**config.mk**
```make
export PLATFORM = sky130hd
export DESIGN_NAME = mips_register_file_flat
export DESIGN_NICKNAME = d
export VERILOG_FILES = /design/src/rtl/mips_register_file_if.sv /design/src/rtl/mips_register_file.sv /design/src/flat_wrapper.sv
export SDC_FILE = /design/constraint.sdc
export NUM_CORES = 2
export LEC_CHECK = 0
export ABC_CLOCK_PERIOD_IN_PS = 6000
export CAP_MARGIN = 15
export CELL_PAD_IN_SITES_DETAIL_PLACEMENT = 1
export CELL_PAD_IN_SITES_GLOBAL_PLACEMENT = 2
export CORE_MARGIN = 2
export CORE_UTILIZATION = 25
export DETAILED_ROUTE_END_ITERATION = 12
export HOLD_SLACK_MARGIN = 0.08
export PLACE_DENSITY_LB_ADDON = 0.1
export SLEW_MARGIN = 0
export SYNTH_ARGS = -nofsm -noshare
export SYNTH_HDL_FRONTEND = slang
export SYNTH_SLANG_ARGS = --single-unit
```
**constraint.sdc**
```tcl
create_clock -name clk -period 6 [get_ports clk]
set_input_delay 1.8 -clock clk [delete_from_list [all_inputs] [get_ports clk]]
set_output_delay 1.8 -clock clk [all_outputs]
set_load 0.02 [all_outputs]
```
**src/rtl/mips_register_file_if.sv**
```systemverilog
// mips_register_file_if: read/write/debug bus between pipeline stages and the register file
interface mips_register_file_if #(
    parameter int REGADDR_WIDTH = 5,
    parameter int DATA_WIDTH    = 32
);
    logic [REGADDR_WIDTH-1:0] read1_addr;
    logic [REGADDR_WIDTH-1:0] read2_addr;
    logic [REGADDR_WIDTH-1:0] write_addr;
    logic [DATA_WIDTH-1:0]    data_in;
    logic [DATA_WIDTH-1:0]    data_out1;
    logic [DATA_WIDTH-1:0]    data_out2;
    logic [DATA_WIDTH-1:0]    debug_out;

    modport master (
        output read1_addr, read2_addr, write_addr, data_in,
        input  data_out1, data_out2, debug_out
    );

    modport slave (
        input  read1_addr, read2_addr, write_addr, data_in,
        output data_out1, data_out2, debug_out
    );
endinterface

```
**src/rtl/mips_register_file.sv**
```systemverilog
// mips_register_file: 32x32 register file, r0 hardwired to zero, write-through read bypass
module mips_register_file #(
    parameter int REGADDR_WIDTH = 5,
    parameter int DATA_WIDTH    = 32,
    parameter int DEBUG_REG     = 2
) (
    input logic                 clk,
    input logic                 rst,
    mips_register_file_if.slave bus
);
    localparam int NUM_REGS = 1 << REGADDR_WIDTH;

    logic [DATA_WIDTH-1:0] regs [1:NUM_REGS-1];
    logic                  wr_en;

    assign wr_en = bus.write_addr != '0;

    always_ff @(posedge clk) begin
        if (rst) begin
            for (int i = 1; i < NUM_REGS; i++) regs[i] <= '0;
        end else if (wr_en) begin
            regs[bus.write_addr] <= bus.data_in;
        end
    end

    // Same-cycle write-back is forwarded so decode never sees a stale operand.
    always_comb begin
        bus.data_out1 = bus.read1_addr == '0 ? '0 :
                        (!rst && wr_en && bus.read1_addr == bus.write_addr) ? bus.data_in :
                        regs[bus.read1_addr];
        bus.data_out2 = bus.read2_addr == '0 ? '0 :
                        (!rst && wr_en && bus.read2_addr == bus.write_addr) ? bus.data_in :
                        regs[bus.read2_addr];
    end

    generate
        if (DEBUG_REG == 0) begin : g_dbg_zero
            assign bus.debug_out = '0;
        end else begin : g_dbg_reg
            assign bus.debug_out = regs[DEBUG_REG];
        end
    endgenerate
endmodule

```
**src/flat_wrapper.sv**
```systemverilog
// flat-port wrapper written by rule: the top's interface ports become plain ports
module mips_register_file_flat 
#(
    parameter int REGADDR_WIDTH = 5,
    parameter int DATA_WIDTH    = 32,
    parameter int DEBUG_REG     = 2
)
  (clk, rst, bus_read1_addr, bus_read2_addr, bus_write_addr, bus_data_in, bus_data_out1, bus_data_out2, bus_debug_out);
  mips_register_file_if #(.REGADDR_WIDTH(REGADDR_WIDTH), .DATA_WIDTH(DATA_WIDTH)) bus_i ();
  input logic clk;
  input logic rst;
  input wire logic [$bits(bus_i.read1_addr)-1:0] bus_read1_addr;
  input wire logic [$bits(bus_i.read2_addr)-1:0] bus_read2_addr;
  input wire logic [$bits(bus_i.write_addr)-1:0] bus_write_addr;
  input wire logic [$bits(bus_i.data_in)-1:0] bus_data_in;
  output wire logic [$bits(bus_i.data_out1)-1:0] bus_data_out1;
  output wire logic [$bits(bus_i.data_out2)-1:0] bus_data_out2;
  output wire logic [$bits(bus_i.debug_out)-1:0] bus_debug_out;
  assign bus_i.read1_addr = bus_read1_addr;
  assign bus_i.read2_addr = bus_read2_addr;
  assign bus_i.write_addr = bus_write_addr;
  assign bus_i.data_in = bus_data_in;
  assign bus_data_out1 = bus_i.data_out1;
  assign bus_data_out2 = bus_i.data_out2;
  assign bus_debug_out = bus_i.debug_out;
  mips_register_file #(.REGADDR_WIDTH(REGADDR_WIDTH), .DATA_WIDTH(DATA_WIDTH), .DEBUG_REG(DEBUG_REG)) u_core (.clk(clk), .rst(rst), .bus(bus_i));
endmodule
```
==> results.md <==
* CP max stage cell: a211oi_2
* TritonCTS Buffers at 138
* Number of flip-flops in the largest register at 1,024
* Die area at 0.2253 mm2
* Fin util at 32.14%
* Top cells by count, synth: 1,024 x edfxtp_1, 902 x and2_1, 391 x mux4_2
* Cell mode on critical path: buf_12
* RSZ-0062 raised after global routing: yes
* Core area at 0.2199 mm2
* P&R area growth vs syn at 27.66%
* Placed Cells at 7,106
* Mean Syn Cell Area at 14.42 um2
* Slew margin rel. at 21.34%
* Primary FF master, synth: edfxtp_1
* EDFF count, synth at 1,024
* Root Buffer: clkbuf_16
* Post-Route WL at 299.8 mm
* Yosys top cell by area: edfxtp_1
* Largest net degree at the start of global routing at 34
* VDD IR-drop max at 317.7 uV
* Hold-fix buffers, CTS at 0
* Vias in the first global route at 40,640
* ANT nets after route at 0
* Max Slew Vio Count at 0
* Hold WS at 1.674 ns
* Crit path largest cell delay at 0.41 ns
* Clk sink count at 1,024
* Seq/Total Area, Yosys at 55.53%
* Synthesized instance count at 3,839
* Final setup margin at -0.01567 ns
* Final Non-Filler Cells at 7,429
* Failing checks: negative setup slack
* Worst Hold Depth at 1
* Worst-Margin Slew at 1.176 ns
* Critical Path RT at 4.20 ns
* Tot Pwr at 0.01975 W
* Total GRT Usage at 26.32%
* Chip width at 474.6 um
* Gp weighted congestion at 0.8118
* Congestion Overflow GR at 0
* Max Fclk at 0.1662 GHz
* Synth area leaders: edfxtp_1 56%, mux4_2 16%, and2_1 10%, mux2i_1 4.0%, clkbuf_1 1.9%
* H-tree lvl count at 4
* #FFs+latches synth at 1,024
* Final hold viol count at 0
* Met1 usage at 35.94%
* CTS clk-pin slew, worst paths at 0.06 ns
* Top Usage Layer GRT: met2
* Worst endpoint data arrival time at 4.22 ns
* DR iter-0 viols at 4,474
* DR vias at 39,830
* Final Instance Area at 0.07069 mm2
* Initial DRT Pass Iterations at 5
* # rows at 172
* Final setup violation count at 1
* Library cells used by synthesis at 57
* Status: complete, but fails checks
* Clk buf depth at 3
* Crit Path Max Fanout at 11
* Initial Util at 25.18%
* Post-DP HPWL at 194.6 mm
* CP startpoint kind: primary input
* Min cycle time layout at 6.016 ns
* Synthesis Warnings at 0
* Mapped cell area at 0.05537 mm2
* Drt drc at 0
* I/O Buffers at 144
* Largest Register: u_core.regs
* Met2 usage at 44.20%
* DIE HEIGHT at 474.6 um
* Top-count cell post-synth: edfxtp_1
* M3 GR Usage at 2.848%
* Top-area cell type share of the netlist area at 55.53%
* Critical path class: in -> out
* Routed len/inst at 40.35 um
* Worst hold start: bus_data_in[5]
* Max_cap viols at 0
* TritonCTS clock tree: built
* Hold crit path type: in -> reg
* Crit-path cells: buf_8, buf_12, and2_1, buf_12, buf_12, a221oi_2, o21ai_0, a211oi_2, a221o_1, buf_6
* Final period utilization at 100.3%
* Hold Crit Endpoint: u_core.regs[0][5]$_DFFE_PP_
* Vias per cell at 5.362
* Initial antenna violation count at 45
* Largest registers: u_core.regs (1024)
* Crit path capture type: output pin
* First-pass GRT wire length at 395.7 mm
* PD cells at 279.4 mW/mm2
* Async SR Flop Fraction at 0%
* Leak pwr at 24.76 nW
* Dpl cell area at 0.06526 mm2
* Nets at 4,397
* IO Count at 145
* Fraction of layout cells with a size suffix above 1 at 33.62%
-- how the worst max path moves through the flow --
stage                       from                              end  slack [ns]  cells past startpoint
6_report       bus_read2_addr[1]                bus_data_out2[23]       -0.02                     10
5_1_grt        bus_read2_addr[1]                 bus_data_out2[0]      -0.001                     12
4_1_cts        bus_read1_addr[0]                bus_data_out1[17]       -0.03                     11
3_5_place_dp   bus_write_addr[2]                bus_data_out2[19]       -0.64                     10
3_3_place_gp   bus_write_addr[2]                bus_data_out2[24]       -0.67                     11
2_1_floorplan  bus_write_addr[2]  u_core.regs[1][0]$_SDFFCE_PN0P_        0.56                      5
-- metal layers --
metal | vias up | share of wire, %
met5 | - | 0
met4 | 0 | 2.9
met3 | 337 | 5.3
met2 | 1601 | 48
met1 | 22020 | 44
li1 | 15880 | -
-- logic make-up after synthesis --
kind of cell / share of synthesized area [%]
buffers and inverters: 4.024
AOI/OAI and AO/OA: 5.251
DFF: 55.53
xor gates and xnor gates: 0.1582
other: 0.006772
and+or+nand+nor: 13.24
muxes: 21.79
-- cell usage in the layout (no fill, tap or decap), types with 8 or more instances in the layout --
| master | count |
|---|---|
| a2111oi_0 | 10 |
| buf_6 | 19 |
| dlygate4sd2_1 | 21 |
| o221ai_1 | 18 |
| clkdlybuf4s50_1 | 65 |
| a21oi_1 | 26 |
| clkinv_2 | 22 |
| conb_1 | 32 |
| a221oi_1 | 22 |
| clkinv_1 | 32 |
| clkbuf_1 | 32 |
| a32o_1 | 30 |
| nand2_1 | 65 |
| nor3_1 | 125 |
| nand2_2 | 9 |
| mux2_2 | 89 |
| o21ai_0 | 14 |
| o22ai_1 | 89 |
| edfxtp_1 | 1024 |
| a211oi_1 | 26 |
| mux4_2 | 391 |
| nor3_2 | 16 |
| diode_2 | 18 |
| mux2i_1 | 215 |
| o21ai_4 | 31 |
| a211oi_2 | 8 |
| buf_16 | 16 |
| nor2_1 | 39 |
| and2_1 | 900 |
| a22oi_1 | 65 |
| buf_4 | 475 |
| a221o_1 | 19 |
| clkbuf_16 | 142 |
| nor2_4 | 34 |
| nand3_1 | 17 |
| buf_12 | 150 |
-- critical path, delay by kind of cell --
| family | cells | cell delay [ns] |
|---|---|---|
| AND/OR/NAND/NOR | 1 | 0.19 |
| buffers and inverters | 5 | 0.75 |
| AO/OA/AOI/OAI | 4 | 1.44 |
-- through the flow --
stage / worst slack [ns] / TNS (ns)
after floorplan: 0.5583 / 0
after global placement: -0.6675 / -21.95
after detailed placement: -0.6382 / -22.61
after CTS: -0.02693 / -0.02693
after global routing: -0.001462 / -0.001484
final: -0.01567 / -0.01567
-- power by group --
part           switching (W)  internal, W
Combinational        0.00191      0.00135
Clock                0.00349      0.00447
Sequential          0.000231      0.00830
Total                0.00563       0.0141
-- area by class of cell --
cell class,instances,area [um2]
Sequential cell,1024,30750
Tap cell,2958,3701
Fill cell,23020,149300
Inverter,9,35.03
Clock inverter,73,554.3
Timing Repair Buffer,777,8468
Antenna cell,18,45.04
Clock buffer,172,3623
Multi-Input combinational cell,2398,23510
-- what timing repair did --
item	in CTS	in global routing
gates resized for setup	181	27
setup buffers	31	26
pin swaps	23	12
gates cloned	4	2
setup endpoints to repair	63	40
(Power assumes the default switching activity.)
